[src/rtl/dot_matrix_scan_ctrl_if.sv]
// Frame handshake between the pattern producer (master) and the scan controller (slave).
`timescale 1ns/1ps
interface dot_matrix_scan_ctrl_if #(
  parameter int ROWS = 8,
  parameter int COLS = 8
);
  logic [ROWS*COLS-1:0] frame_data;
  logic                 frame_valid;
  logic                 frame_ready;

  modport master (output frame_data, output frame_valid, input  frame_ready);
  modport slave  (input  frame_data, input  frame_valid, output frame_ready);
endinterface

[src/rtl/dot_matrix_scan_ctrl.sv]
// Row-scan controller for an LED dot matrix with a double-buffered frame.
// Optional feature macro: BRIGHTNESS_EN adds the bright port and on-time PWM per slot.
`timescale 1ns/1ps
module dot_matrix_scan_ctrl #(
  parameter int CLK_HZ       = 50_000_000,
  parameter int SCAN_HZ      = 10_000,
  parameter int ROWS         = 8,
  parameter int COLS         = 8,
  parameter int BLANK_CYCLES = 4
) (
  input  logic                    clk,
  input  logic                    rst,
  dot_matrix_scan_ctrl_if.slave   fb,
`ifdef BRIGHTNESS_EN
  input  logic [2:0]              bright,
`endif
  output logic [ROWS-1:0]         row_sel,
  output logic [COLS-1:0]         col_out,
  output logic                    frame_done
);
  localparam int DIV = CLK_HZ / SCAN_HZ;
  localparam int SW  = (DIV  > 1) ? $clog2(DIV)  : 1;
  localparam int RW  = (ROWS > 1) ? $clog2(ROWS) : 1;

  typedef enum logic {IDLE, SCAN} state_t;

  state_t                     state;
  logic [SW-1:0]              slot_cnt;
  logic [RW-1:0]              row_idx;
  logic [ROWS-1:0][COLS-1:0]  active, pending;
  logic                       pending_valid;
  logic                       tick, last_row, accept, col_on;
  logic [31:0]                on_end;

  assign tick      = (32'(slot_cnt) == 32'(DIV - 1));
  assign last_row  = (32'(row_idx)  == 32'(ROWS - 1));
  assign accept    = fb.frame_valid && !pending_valid;
  assign fb.frame_ready = !pending_valid;

`ifdef BRIGHTNESS_EN
  // Brightness is latched at slot start so the on-window never shifts mid-slot.
  logic [2:0] bright_q;
  always_ff @(posedge clk or negedge rst) begin
    if (!rst)                               bright_q <= 3'd0;
    else if (state == SCAN && slot_cnt == '0) bright_q <= bright;
  end
  assign on_end = 32'(BLANK_CYCLES)
                + ((32'(bright_q) + 32'd1) * 32'(DIV - BLANK_CYCLES)) / 32'd8;
`else
  assign on_end = 32'(DIV);
`endif

  assign col_on = (32'(slot_cnt) >= 32'(BLANK_CYCLES)) && (32'(slot_cnt) < on_end);

  always_ff @(posedge clk or negedge rst) begin
    if (!rst) begin
      state         <= IDLE;
      slot_cnt      <= '0;
      row_idx       <= '0;
      active        <= '0;
      pending       <= '0;
      pending_valid <= 1'b0;
      row_sel       <= '0;
      col_out       <= '0;
      frame_done    <= 1'b0;
    end else begin
      // Accept and swap are mutually exclusive on pending_valid, so ordering is safe.
      if (accept) begin
        pending       <= fb.frame_data;
        pending_valid <= 1'b1;
      end
      case (state)
        IDLE: begin
          slot_cnt   <= '0;
          row_idx    <= '0;
          row_sel    <= '0;
          col_out    <= '0;
          frame_done <= 1'b0;
          if (pending_valid) begin
            active        <= pending;
            pending_valid <= 1'b0;
            state         <= SCAN;
          end
        end
        SCAN: begin
          row_sel    <= {{(ROWS-1){1'b0}}, 1'b1} << row_idx;
          col_out    <= col_on ? active[row_idx] : '0;
          frame_done <= tick && last_row;
          slot_cnt   <= tick ? '0 : slot_cnt + 1'b1;
          if (tick) begin
            row_idx <= last_row ? '0 : row_idx + 1'b1;
            // Swap only at the frame boundary so a displayed frame is never torn.
            if (last_row && pending_valid) begin
              active        <= pending;
              pending_valid <= 1'b0;
            end
          end
        end
        default: state <= IDLE;
      endcase
    end
  end
endmodule
[src/flat_wrapper.sv]
// flat-port wrapper written by rule: the top's interface ports become plain ports
module dot_matrix_scan_ctrl_flat 
#(
  parameter int CLK_HZ       = 50_000_000,
  parameter int SCAN_HZ      = 10_000,
  parameter int ROWS         = 8,
  parameter int COLS         = 8,
  parameter int BLANK_CYCLES = 4
)
  (clk, rst, row_sel, col_out, frame_done, fb_frame_data, fb_frame_valid, fb_frame_ready);
  dot_matrix_scan_ctrl_if #(.ROWS(ROWS), .COLS(COLS)) fb_i ();
  input  logic clk;
  input  logic rst;
  output logic [ROWS-1:0] row_sel;
  output logic [COLS-1:0] col_out;
  output logic frame_done;
  input wire logic [$bits(fb_i.frame_data)-1:0] fb_frame_data;
  input wire logic [$bits(fb_i.frame_valid)-1:0] fb_frame_valid;
  output wire logic [$bits(fb_i.frame_ready)-1:0] fb_frame_ready;
  assign fb_i.frame_data = fb_frame_data;
  assign fb_i.frame_valid = fb_frame_valid;
  assign fb_frame_ready = fb_i.frame_ready;
  dot_matrix_scan_ctrl #(.CLK_HZ(CLK_HZ), .SCAN_HZ(SCAN_HZ), .ROWS(ROWS), .COLS(COLS), .BLANK_CYCLES(BLANK_CYCLES)) u_core (.clk(clk), .rst(rst), .fb(fb_i), .row_sel(row_sel), .col_out(col_out), .frame_done(frame_done));
endmodule
[config.mk]
export PLATFORM = sky130hd
export DESIGN_NAME = dot_matrix_scan_ctrl_flat
export DESIGN_NICKNAME = d
export VERILOG_FILES = /design/src/rtl/dot_matrix_scan_ctrl_if.sv /design/src/rtl/dot_matrix_scan_ctrl.sv /design/src/flat_wrapper.sv
export SDC_FILE = /design/constraint.sdc
export NUM_CORES = 1
export LEC_CHECK = 0
export BUFFER_PORTS_ARGS = -buffer_cell sky130_fd_sc_hd__buf_2
export CORE_MARGIN = 4
export CORE_UTILIZATION = 50
export DETAILED_ROUTE_END_ITERATION = 12
export PLACE_DENSITY = 0.7
export SLEW_MARGIN = 20
export SYNTH_ARGS = -nofsm -noshare
export SYNTH_HDL_FRONTEND = slang
export SYNTH_SLANG_ARGS = --single-unit
export TNS_END_PERCENT = 1
[constraint.sdc]
create_clock -name clk -period 2.3 [get_ports clk]
set_input_delay 0.115 -clock clk [delete_from_list [all_inputs] [get_ports clk]]
set_output_delay 0.115 -clock clk [all_outputs]
set_load 0.01 [all_outputs]
==> results.cfg <==
[final_layout]
final_common_cell = dfrtp_1
layout-drive-gt1-share = 0.445
final-seq-area_um2 = 4080
n_antenna_cell = 0
area_growth_pct = 28.6
multi_input_area_um2 = 2640
nFillCells = 931
most-common-layout-cells = 163 x dfrtp_1, 83 x buf_2, 79 x mux2_2, 66 x dlygate4sd3_1, 49 x mux2_4
nets = 672

[clock_tree]
worst_skew_pair.late_latency_ns = 0.42
cts_tree = done
clk_path_buf_depth = 2
cts-root-buf = clkbuf_16
numClockSinks = 163
cts_buffers = 17
cts_resized = 0
h-tree-depth = 4
path_clk_slew_ns = 0.06

[pwr]
power_density_nw_per_um2 = 894
cellLeakagePower_nw = 4.20
ir_drop_mv = 0.595
total_power_mw = 7.89

[sta]
tightest_slew_ns = 0.537
fmax_mhz = 503
grt_setup_unrepaired = no
layout_setup_ws_ns = 0.310
final-hold-violation-count = 0
post-route-min-period_ns = 1.99
fin_worst_skew_ns = 0.00946
setup_tns_ns = 0
drv_slew = 0
setup_violations = 0
slew_headroom = 0.642
finalCritPeriodShare = 0.865

[global_routing]
gr-total-overflow = 0
grt_max_degree = 65
grt_pass1_vias = 4414
antenna_found_initial = 0
grt_first_pass_wirelength_um = 22600
groute.usage.overall = 0.184

[die]
die-area_um2 = 15700
die_width_um = 125
core.rowCount = 42
fp.coreArea_um2 = 13300
boundaryPins = 85
die_h_um = 125
start_util = 0.515

[drt]
vias = 4026
drt_pass1_iterations = 4
drc_errors = 0
ant_nets = 0
post_drt_wl_per_cell_um = 17.1
viasPerCell = 5.12
drtIter0Drc = 294
routed_wl_um = 13500

[synthesis]
syn_area_um2 = 6870
yosysWarnings = 0
ys_ff_latch = 163
synth_ff_type = dfrtp_1
synth_edf_count = 0
synth_cell_types = 32
synth_area_leaders = dfrtp_1 59%, mux2_2 13%, mux2_4 11%
synth_top_area_frac = 0.594
synth.avg_cell_area_um2 = 15.5
syn-instance-count = 442
async_flop_share = 1.00
synth_nets = 516
yosysTopAreaCell = dfrtp_1
seq_area_frac_synth = 0.594

[place]
gp_congestion = 0.814
preCtsSetupSlack_ns = 0.336
io_buffers = 84
hpwl_um = 8560

[critical_path]
cp.required_ns = 2.61
critPathArrivalTime_ns = 2.30
crit_start = u_core.slot_cnt[0]$_DFF_PN0_
start_kind = register
r2r-start = u_core.slot_cnt[0]$_DFF_PN0_
critPathCaptureType = register
critical_path.max_fanout = 37
critPathKind = reg -> reg

[flow_run]
maxCapViolCount = 0

[hold_path]
hold_class = in -> async

[run_status]
status = finished clean
==> path summary, 6_finish.rpt <==
path	end	slack, ns	cells after the start
max in group asynchronous	u_core.pending[61]$_DFFE_PN0P_	1.30	3
min in group clk	u_core.pending[49]$_DFFE_PN0P_	0.45	3
worst max-delay path	u_core.active[31]$_DFFE_PN0P_	0.31	6
worst min-delay path	u_core.slot_cnt[3]$_DFF_PN0_	0.23	2
worst min register to register	u_core.slot_cnt[0]$_DFF_PN0_	0.48	1
worst max register to register	u_core.active[31]$_DFFE_PN0P_	0.31	6
==> where the power goes <==
part | internal [mW] | total [mW] | leakage (nW) | switching (mW)
combinational | 0.695 | 1.06 | 1.87 | 0.364
sequential | 3.40 | 3.75 | 2.02 | 0.360
clock | 2.00 | 3.08 | 0.320 | 1.07
total | 6.09 | 7.89 | 4.20 | 1.80
==> Yosys cell counts (all sizes together) (3+ instances only) <==
master  number
a21oi       10
and3         9
buf         18
clkbuf       5
dfrtp      163
ha           7
inv          7
mux2       128
mux4        16
nand2       24
nand3        4
nand4        4
nor2        17
nor3         4
nor4         3
xnor2        9
==> critical path, cell delays in order (launching register included) <==
cell       delay, ns
dfrtp_1         0.40
ha_1            0.27
and3_1          0.20
nand2_1         0.11
a2bb2oi_4       0.22
buf_12          0.29
mux2_2          0.37
==> metal layers <==
metal / wire (um) / track usage / up-vias
met4: 352 / 0.0784 / 0
li1: - / - / 1872
met3: 538 / 0.0388 / 29
met1: 5850 / 0.241 / 2027
met5: 0 / 0 / -
met2: 6750 / 0.302 / 98
==> stage by stage <==
| stage | hold WS [ns] | std cells | cell area (um2) | util |
|---|---|---|---|---|
| floorplan | -0.181 | 442 | 6870 | - |
| global placement | 0.119 | 689 | 7520 | 0.563 |
| detailed placement | 0.120 | 689 | 7520 | 0.563 |
| CTS | 0.257 | 787 | 8830 | 0.662 |
| global route | 0.295 | 787 | 8830 | 0.662 |
| finish | 0.228 | 787 | 8830 | 0.662 |
==> kinds of logic (layout without fill, tap and decap cells) <==
group / after synthesis / in the layout / synth area share
simple gates: 72 / 72 / 0.0519
mux: 145 / 145 / 0.291
xor+xnor: 11 / 11 / 0.0140
buf+inv: 30 / 199 / 0.0251
compound gates: 14 / 14 / 0.0117
flops: 163 / 163 / 0.594
fa+ha+maj: 7 / 7 / 0.0128
==> what timing repair did <==
action                    CTS  global route
buffers inserted            0             0
hold endpoints to repair  120             0
hold buffers               66             0
==> registers in the layout, summed over array words and instances (netlist names) <==
register / flops
u_core.row_sel: 8
u_core.frame_done: 1
u_core.state: 1
u_core.pending_valid: 1
u_core.slot_cnt: 13
u_core.row_idx: 3
u_core.col_out: 8
u_core.pending: 64
u_core.active: 64
==> area by class of cell <==
type | count | area share
Inverter | 7 | 0.00298
Clock inverter | 10 | 0.0201
Timing Repair Buffer | 160 | 0.137
Clock buffer | 22 | 0.0537
Multi-Input combinational cell | 249 | 0.299
Tap cell | 176 | 0.0249
Sequential cell | 163 | 0.462
No activity file was read; power rests on OpenSTA's default activity.
